<file path="src/rtl/dsp_slice_arbiter.sv">
// Round-robin arbiter sharing one pipelined DSP48A1 slice among NREQ requesters,
// with burst locking, a CE-gated tag pipeline and stall-on-backpressure.
module dsp_slice_arbiter #(
  parameter int NREQ  = 4,
  parameter int A_W   = 18,
  parameter int B_W   = 18,
  parameter int P_W   = 48,
  parameter int OPM_W = 8,
  parameter int LAT   = 4
) (
  input  logic                      clk,
  input  logic                      rst,
  input  logic [NREQ-1:0]           req_valid,
  output logic [NREQ-1:0]           req_ready,
  input  logic [NREQ-1:0]           req_last,
  input  logic [NREQ*A_W-1:0]       req_a,
  input  logic [NREQ*B_W-1:0]       req_b,
  input  logic [NREQ*OPM_W-1:0]     req_opmode,
  output logic [A_W-1:0]            dsp_a,
  output logic [B_W-1:0]            dsp_b,
  output logic [OPM_W-1:0]          dsp_opmode,
  output logic                      dsp_ce,
  input  logic [P_W-1:0]            dsp_p,
  output logic                      rsp_valid,
  input  logic                      rsp_ready,
  output logic [$clog2(NREQ)-1:0]   rsp_id,
  output logic [P_W-1:0]            rsp_p,
  output logic                      busy
);

  localparam int ID_W = $clog2(NREQ);

  typedef enum logic {ARB = 1'b0, LOCK = 1'b1} state_t;

  state_t          state_q, state_d;
  logic [ID_W-1:0] rr_ptr_q, rr_ptr_d;
  logic [ID_W-1:0] lock_id_q, lock_id_d;

  logic [ID_W-1:0] grant;
  logic            grant_vld;
  logic            issue;
  int              scan_idx;
  logic [ID_W-1:0] scan_id;

  logic [LAT-1:0]  tag_vld_q, tag_vld_d;
  logic [LAT-1:0]  tag_last_q, tag_last_d;
  logic [ID_W-1:0] tag_id_q [LAT];
  logic [ID_W-1:0] tag_id_d [LAT];

  // Only the last beat of a burst carries a result worth returning.
  assign rsp_valid = tag_vld_q[LAT-1] && tag_last_q[LAT-1];
  assign rsp_id    = tag_id_q[LAT-1];
  assign rsp_p     = dsp_p;
  assign dsp_ce    = !(rsp_valid && !rsp_ready);
  assign busy      = (state_q == LOCK) || (|tag_vld_q);
  assign issue     = |(req_valid & req_ready);

  assign dsp_a      = req_a[grant*A_W +: A_W];
  assign dsp_b      = req_b[grant*B_W +: B_W];
  assign dsp_opmode = req_opmode[grant*OPM_W +: OPM_W];

  // State register
  always_ff @(posedge clk or posedge rst) begin
    if (rst) begin
      state_q   <= ARB;
      rr_ptr_q  <= '0;
      lock_id_q <= '0;
    end else begin
      state_q   <= state_d;
      rr_ptr_q  <= rr_ptr_d;
      lock_id_q <= lock_id_d;
    end
  end

  // Next-state logic
  always_comb begin
    state_d   = state_q;
    rr_ptr_d  = rr_ptr_q;
    lock_id_d = lock_id_q;
    if (issue) begin
      rr_ptr_d = (grant == ID_W'(NREQ - 1)) ? '0 : grant + 1'b1;
      if (req_last[grant]) begin
        state_d = ARB;
      end else begin
        state_d   = LOCK;
        lock_id_d = grant;
      end
    end
  end

  // Output logic: descending scan so the requester closest to rr_ptr wins.
  always_comb begin
    grant     = lock_id_q;
    grant_vld = 1'b0;
    scan_idx  = 0;
    scan_id   = '0;
    if (state_q == LOCK) begin
      grant_vld = 1'b1;
    end else begin
      for (int k = NREQ - 1; k >= 0; k--) begin
        scan_idx = int'(rr_ptr_q) + k;
        if (scan_idx >= NREQ) scan_idx = scan_idx - NREQ;
        scan_id = ID_W'(scan_idx);
        if (req_valid[scan_id]) begin
          grant     = scan_id;
          grant_vld = 1'b1;
        end
      end
    end
    req_ready = '0;
    if (grant_vld && dsp_ce && !rst) req_ready[grant] = 1'b1;
  end

  // Tag pipeline advances in lockstep with the slice registers.
  always_comb begin
    tag_vld_d  = tag_vld_q;
    tag_last_d = tag_last_q;
    tag_id_d   = tag_id_q;
    if (dsp_ce) begin
      tag_vld_d[0]  = issue;
      tag_last_d[0] = req_last[grant];
      tag_id_d[0]   = grant;
      for (int s = 1; s < LAT; s++) begin
        tag_vld_d[s]  = tag_vld_q[s-1];
        tag_last_d[s] = tag_last_q[s-1];
        tag_id_d[s]   = tag_id_q[s-1];
      end
    end
  end

  always_ff @(posedge clk or posedge rst) begin
    if (rst) begin
      tag_vld_q  <= '0;
      tag_last_q <= '0;
      for (int s = 0; s < LAT; s++) tag_id_q[s] <= '0;
    end else begin
      tag_vld_q  <= tag_vld_d;
      tag_last_q <= tag_last_d;
      for (int s = 0; s < LAT; s++) tag_id_q[s] <= tag_id_d[s];
    end
  end

endmodule

</file>
<file path="config.mk">
export PLATFORM = sky130hd
export DESIGN_NAME = dsp_slice_arbiter
export DESIGN_NICKNAME = d
export VERILOG_FILES = /design/src/rtl/dsp_slice_arbiter.sv
export SDC_FILE = /design/constraint.sdc
export NUM_CORES = 1
export LEC_CHECK = 0
export BUFFER_PORTS_ARGS = -buffer_cell sky130_fd_sc_hd__buf_2
export CAP_MARGIN = 0
export CORE_AREA = 2 2 131 133
export DETAILED_ROUTE_END_ITERATION = 6
export DIE_AREA = 0 0 133 135
export GPL_TIMING_DRIVEN = 0
export RECOVER_POWER = 100
export SKIP_LAST_GASP = 1
export SLEW_MARGIN = 20
export SYNTH_ARGS = -nofsm -noshare
export SYNTH_HDL_FRONTEND = slang
export SYNTH_SLANG_ARGS = --single-unit
</file>
<file path="constraint.sdc">
create_clock -name clk -period 7.9 [get_ports clk]
set_input_delay 1.58 -clock clk [delete_from_list [all_inputs] [get_ports clk]]
set_output_delay 1.58 -clock clk [all_outputs]
set_load 0.01 [all_outputs]
</file>
# Yosys cells after proc, flatten, opt, wreduce, memory -nomap -nowiden
# Index checks and enable logic that the tools add are counted.
# totals
out_inout_bits,101
mem_count,0
input_bits,235
ff_bits,21
ramBits,0
latchBits,0
romBits,0
# op_classes
addsub,8
n_eq_ne,1
bitwise,2
n_lt_le_gt_ge,10
div,0
reduce_logical,12
multipliers,1
muxes,33
shifts,3
# ops
op,count
$shiftx 72x8->18,2
$shiftx 32x6->8,1
$mux 2,14
$lt 2x3->1 const B,5
$mux 1,12
$bmux 1 s2,5
$ge 3x3->1 const B,3
$reduce_or 4->1,2
$sub 2x1->2 const B,4
$add 2x2->3 const B,2
$mul 2x4->6 const B,1
$logic_and 1x1->1,5
$and 4x4->4,1
$mux 4,1
$add 2x1->3 const B,1
$ge 2x3->1 const B,1
$logic_not 1->1,3
$add 2x1->2 const B,1
$demux 1 s2,1
$eq 2x2->1 const B,1
$ge 2x1->1 const B,1
$reduce_and 2->1,1
$logic_or 1x1->1,1
$not 1->1,1

# Logic depth before layout (Yosys ltp)
# Gate-level depths: netlist of run 1.
# logic_depth
ltp_word,19
ltp_mapped,14
ltp_nobuf,11

# Worst setup path after synthesis of run 1
# Ideal clock, no wire load.
# synth_path
path_kind,input-to-output
start,input port req_valid[3]
end,output port req_ready[2]
t_arrival_ns,3.336
path_slack_ns,2.984
cell_stages,10
required_time_ns,6.320
cell_sequence,buf_2 nand2b_1 o32a_1 and3_1 buf_6 inv_2 buf_2 buf_1 ha_1 and2_1
# synth_via
elab_chain_len,12
elab_cells_between_ends,26
# synth_rtl
item,line,text
start: declaration,13,"input logic [NREQ-1:0] req_valid,"
$bmux 1 s2,104,if (req_valid[scan_id]) begin
$mux 1 (implied by the code),104,
$mux 2 (4 in a row),104,
$mux 2,97,if (state_q == LOCK) begin
$lt 2x3->1 (implied by the code) or $ge 2x1->1 (tied branches),111,if (grant_vld && dsp_ce && !rst) req_ready[grant] = 1'b1;
$logic_and 1x1->1 (implied by the code),111,
$mux 1 (implied by the code),111,
$demux 1 s2,111,
$mux 4 *,111,
end: declaration,14,"output logic [NREQ-1:0] req_ready,"
# Mark *: on every way between the ends. The rest lies on a longest branch, timed or not. The select of a mux whose other input is x is not followed.

# Worst setup path in the final report of run 1
# layout_path
start,input port req_valid[1]
end,output port dsp_a[6]
# layout_via
elab_chain_len,9
elab_cells_between_ends,15
# layout_rtl
item,line,text
$bmux 1 s2,104,
$mux 1 (implied by the code),104,
$mux 2 (3 in a row),104,
$mux 2 *,104,
$mux 2 *,97,
$mul 2x4->6 *,58,assign dsp_a = req_a[grant*A_W +: A_W];
$shiftx 72x8->18 *,58,
end: declaration,19,"output logic [A_W-1:0] dsp_a,"
# Marks and branches as above.

==> out/summary.txt, run 1 <==
outcome -> complete, no violations
WL final -> 14100 µm
Setup TNS -> 0 ps
worst skew pair latency -> 250 ps
clk slew on worst S/H paths -> 50 ps
Tcrit/Tclk final -> 0.829
FILL cells -> 1885
CTS Buffer Depth -> 2
R2R cell count -> 14
cell area after synthesis -> 0.00306 mm²
Seq/Total Area, Yosys -> 0.172
Leak -> 2.32 nW
CTS Buf Count -> 3
Post-synth EDFFs -> 0
Ys Warns -> 0
Distinct cells, synth -> 45
slowest stage delay, CP -> 710 ps
Avg Inst Size Synth -> 7.76 µm²
Final Hold Viols -> 0
VDD IR max -> 0.174 mV
initial DRC count -> 143
slowest cell on the critical path -> a211oi_1
min-delay worst type -> register to register
Cell Pwr Density -> 431 mW/mm²
Max-slew headroom -> 0.417
Final Setup Violations -> 0
largest net degree at the start of global routing -> 22
H-tree levels -> 1
ys async rst share -> 1.00
Max Fclk -> 153 MHz
Resized Gates After CTS -> 0
r2r startpoint -> state_q
dominant cells by area after synthesis -> dfrtp_1 17%, mux2i_1 15%, buf_4 12%
dominant cell type by area after synthesis -> dfrtp_1
cell with the most instances on the worst path -> clkbuf_1
TritonCTS clock tree -> done
drt wl/cell -> 15.6 µm
vias post-DR -> 3930
clk root buf -> clkbuf_16
Critical Path Sink -> dsp_a[6]
Worst Clk Skew -> 1.37 ps
GP Congestion -> 0.810
vias in the first global route -> 3727
Setup CP Type -> primary input to output pin
worst r2r dst -> lock_id_q[1]
Sink Count -> 21
Final Power -> 2.01 mW
Area growth, synth to finish -> 52.7%
Critical Path Start -> req_valid[1]
ratio of routed vias to standard cells -> 4.35
DIE WIDTH -> 133 µm
Worst EP required -> 6320 ps
RSZ-0062 raised after global routing -> no
Critical Path AT -> 4970 ps
layout cell share with drive strength beyond 1 -> 0.385
Hold-fix buffers, CTS -> 0
DRT Pass-1 Iters -> 4
Synth Flop Type -> dfrtp_1
first-pass GRT wire length -> 20100 µm
Tot GR Track Use -> 0.143
syn nets -> 631
die area -> 0.0180 mm²
flop2flop setup slack -> 3340 ps
Mapped Cells -> 394
Residual DRC -> 0
global route overflow -> 0
fin. max-slew vios -> 0
Crit. End Element -> output pin
Worst-Margin Slew -> 869 ps
cells along the critical path -> buf_2 > inv_1 > a211oi_1 > nor4_1 > a211oi_1 > clkbuf_1 > buf_6 > clkbuf_1 > mux2i_1 > a21oi_1 > clkbuf_1
nets@finish -> 921
initial antenna violation count -> 1
Rows -> 47
Chip Height -> 135 µm
Starting Density -> 0.186
Final HPWL DP -> 11900 µm
Tmin final -> 6550 ps
Core Area -> 0.0164 mm²
top-area cell type share of the netlist area -> 0.172
Port Buffers -> 285
postcts setup bufs -> 0
CP Max Fanout -> 10
max cap viols -> 0
Boundary Pins -> 336
Critical Path Start Type -> primary input
#FFs+latches synth -> 21
Final ANT Viol Nets -> 0
-- Yosys cell counts, types with 2 or more instances --
master    instances
a211oi_2          2
buf_2            12
buf_8             4
nor2_1            7
nor2b_1          46
ha_1              2
buf_4            50
and2_1            3
a21oi_1          47
and3_1            3
o21ai_0           5
clkbuf_1         10
mux2i_1          47
nor4_1            2
nand2_1          41
dfrtp_1          21
a211oi_1         45
mux2_2            3
buf_1             3
nand2b_1          3
inv_1             6
buf_6             5
o21ai_1           3
nor3_1            3
-- worst max-delay path: cells and delay by family --
family                 cells  cell delay (ps)
buffers and inverters      6             1920
AOI/OAI and AO/OA          3             1030
muxes                      1              330
and+or+nand+nor            1               90
-- how the worst min path moves through the flow --
| stage | start | to | slack (ps) | cells past startpoint |
|---|---|---|---|---|
| after floorplan | tag_last_q[2] | tag_last_q[2] | 430 | 2 |
| after global placement | tag_last_q[2] | tag_last_q[2] | 450 | 2 |
| after detailed placement | tag_last_q[2] | tag_last_q[2] | 450 | 2 |
| after CTS | tag_last_q[2] | tag_last_q[2] | 460 | 2 |
| after global routing | tag_last_q[2] | tag_last_q[2] | 490 | 2 |
| final | tag_last_q[2] | tag_last_q[2] | 460 | 2 |
-- per-layer routing --
metal	global-route usage	share of wire	routed length, µm
met1	0.182	0.41	5860
met2	0.251	0.50	7130
met3	0.0180	0.061	865
met4	0.0418	0.019	265
met5	0	0	0
-- sequential cells by signal (all words and copies together) (netlist names) --
signal	count
tag_last_q	4
rsp_id	2
tag_id_q	6
lock_id_q	2
tag_vld_q	4
rr_ptr_q	2
state_q	1
-- logic make-up after synthesis --
kind of cell | share of synthesized area
buf+inv | 0.205
fa+ha+maj | 0.00818
mux | 0.169
compound gates | 0.252
flops | 0.172
simple gates | 0.194
-- area by class of cell --
cell class	count	area, µm²	area share
Tap cell	220	275	0.0589
Multi-Input combinational cell	282	1880	0.402
Inverter	7	26.3	0.00563
Buffer	84	574	0.123
Antenna cell	1	2.50	0.000536
Sequential cell	21	526	0.113
Clock buffer	4	78.8	0.0169
Timing Repair Buffer	285	1310	0.280
-- cells in the final DEF, fill, tap and decap left out, types with 4 or more instances in the layout --
cell type	instances
buf_2	196
clkbuf_1	115
buf_4	50
a21oi_1	47
mux2i_1	47
nor2b_1	46
a211oi_1	46
nand2_1	41
dfrtp_1	21
nor2_1	7
inv_1	6
o21ai_0	5
buf_6	4
-- report_power, final --
group          internal (mW)  total [mW]  switching [mW]
sequential             0.160       0.195          0.0343
combinational          0.651        1.71            1.06
clock                 0.0687       0.106          0.0372
-- stage by stage --
step	setup WS [ps]	hold WS (ps)	instance area [µm²]	utilization	std cells
final	1350	464	4670	0.285	904
after global routing	1100	489	4670	0.285	904
after CTS	2320	464	4840	0.295	903
after detailed placement	2330	452	4760	0.290	899
after global placement	2300	446	4760	0.290	899
after floorplan	2980	430	3060	-	394
Note: power is estimated with default switching activity, not from simulation.
==> run 2, diff against run 1 <==
- clock period: 7.9 -> 5.6 ns (I/O delays scaled with it)
==> run 2 against run 1 <==
Design area up 0.56%. Via count up 0.20%. Non-clock buffer count unchanged. Register-to-register slack worse by 1900 ps. Clock power up 41%. Combinational power up 43%. First-iteration DRC count up 13%. Clock-buffer cell count unchanged. Critical path type unchanged.
==> out/summary.txt, run 2 (synthesis gave the netlist of run 1 again) <==
switching share of power -> 0.556 (-0.00742)
Final Hold Viols -> 0 (unchanged)
cell family with most CP delay -> buffers and inverters
Residual DRC -> 0 (unchanged)
max FFs per register -> 6 (unchanged)
CP bufs+invs -> 6 (unchanged)
Sw Pwr -> 1.60 mW (+41%)
H-tree levels -> 1 (unchanged)
Max-slew headroom -> 0.348 (-0.0691)
initial antenna violation count -> 1 (unchanged)
CP Max Fanout -> 10 (unchanged)
largest net degree at the start of global routing -> 22 (unchanged)
slowest stage delay, CP -> 780 ps (+70 ps)
placed cell areas -> 0.00476 mm² (unchanged)
Setup CP Type -> primary input to output pin
postcts setup bufs -> 0 (unchanged)
VDD IR max -> 0.227 mV (+31%)
TritonCTS clock tree -> done
Crit. End Element -> output pin
max cap viols -> 0 (unchanged)
Hold-fix buffers, CTS -> 0 (unchanged)
ratio of routed vias to standard cells -> 4.36 (+0.20%)
Worst-Margin Slew -> 972 ps (+103 ps)
Core Area -> 0.0164 mm² (unchanged)
Sink Count -> 21 (unchanged)
GP Congestion -> 0.810 (unchanged)
slowest cell on the critical path -> a211oi_1
Tot GR Track Use -> 0.143 (unchanged)
Reg with most FFs -> tag_id_q
Cell Pwr Density -> 612 mW/mm² (+42%)
Final HPWL DP -> 11900 µm (unchanged)
initial DRC count -> 162 (+13%)
clk root buf -> clkbuf_16
global route overflow -> 0 (unchanged)
first-pass GRT wire length -> 20100 µm (unchanged)
Final ANT Viol Nets -> 0 (unchanged)
Worst Clk Skew -> 1.38 ps (+0.0105 ps)
Resized Gates After CTS -> 0 (unchanged)
DIE WIDTH -> 133 µm (unchanged)
RSZ-0062 raised after global routing -> no
nets@finish -> 921 (unchanged)
vias in the first global route -> 3727 (unchanged)
commonest non-fill, non-tap cell in the layout -> buf_2
Max Fclk -> 200 MHz
Seq pwr share -> 0.096 (about the same)
Clock power frac -> 0.052 (about the same)
Tmin final -> 5010 ps
cells along the critical path -> buf_2 > inv_1 > a211oi_1 > nor4_1 > a211oi_1 > buf_6 > buf_6 > clkbuf_2 > mux2i_1 > a21oi_1 > buf_2
Worst EP required -> 4480 ps (-1840 ps)
die area -> 0.0180 mm² (unchanged)
drt wl/cell -> 15.6 µm (+0.11%)
Rows -> 47 (unchanged)
Starting Density -> 0.186 (unchanged)
vias post-DR -> 3938 (+0.20%)
worst skew pair latency -> 250 ps (about the same)
Critical Path AT -> 3890 ps (-1080 ps)
Boundary Pins -> 336 (unchanged)
Final Cell Area -> 0.00470 mm² (+0.56%)
CTS Buffer Depth -> 2 (unchanged)
DRT Pass-1 Iters -> 4 (unchanged)
cell total after placement -> 899 (unchanged)
WL final -> 14100 µm (+0.11%)
combinational share of power -> 0.853 (+0.002)
fin. max-slew vios -> 0 (unchanged)
commonest cells after routing, fill and taps aside -> 207 x buf_2, 103 x clkbuf_1, 50 x buf_4, 47 x a21oi_1, 47 x mux2i_1
internal cell power -> 1.28 mW (+45%)
Critical Path Start Type -> primary input
Setup TNS -> 0 ps (unchanged)
Tcrit/Tclk final -> 0.894
layout cell share with drive strength beyond 1 -> 0.404 (+0.0190)
Final Setup Violations -> 0 (unchanged)
CTS Buf Count -> 3 (unchanged)
fin cells -> 904 (unchanged)
min-delay worst type -> register to register
outcome -> complete, no violations
biggest regs -> tag_id_q: 6 flops, tag_last_q: 4 flops, tag_vld_q: 4 flops
Leak -> 2.36 nW (+1.7%)
Chip Height -> 135 µm (unchanged)
Port Buffers -> 285 (unchanged)
clk slew on worst S/H paths -> 50 ps (about the same)
Area growth, synth to finish -> 53.6%
Final Power -> 2.87 mW (+43%)
-- run 2: routing by layer --
layer / global-route usage / vias up / part of all wire
li1: - / 1928 / -
met1: 0.182 / 1803 / 0.41
met2: 0.251 / 192 / 0.50
met3: 0.0180 / 15 / 0.067
met4: 0.0418 / 0 / 0.019
met5: 0 / - / 0
-- run 2: final cells by class --
class / count / area [µm²]
flip-flops and latches: 21 / 526
multi-input cells: 282 / 1880
clock buffers: 4 / 78.8
plain buffers: 84 / 589
fillers: 1882 / 11700
repair buffers: 285 / 1320
well taps: 220 / 275
inverters: 7 / 26.3
diodes: 1 / 2.50
-- run 2: metrics by stage --
stage	setup slack (ps)	hold WS [ps]	utilization
after floorplan	1600	430	-
after global placement	921	446	0.290
after detailed placement	952	452	0.290
final	593	464	0.286
after CTS	940	464	0.295
after global routing	410	489	0.286
-- run 2: power groups by stage --
stage                     logic [mW]  registers [mW]  clock network [mW]
after global routing            2.70           0.283               0.158
after floorplan                 1.68           0.264                   0
final                           2.45           0.275               0.149
after detailed placement        2.59           0.276                   0
after CTS                       2.60           0.275               0.154
after global placement          2.59           0.275                   0
-- run 2: worst min-delay path, stage by stage (launching register included) --
cell     delay (ps)
dfrtp_1         340
nand2_1          50
nand2_1          50
-- run 2: final timing paths --
path	end	from	depth (start not counted)	slack [ps]
setup / recovery	dsp_a[14]	req_valid[1]	11	590
hold / removal	tag_last_q[2]	tag_last_q[2]	2	460
setup reg to reg	lock_id_q[1]	state_q	14	1420
hold reg to reg	tag_last_q[2]	tag_last_q[2]	2	460
max in group asynchronous	tag_vld_q[1]	rst	2	4040
min in group asynchronous	lock_id_q[0]	rst	2	1050
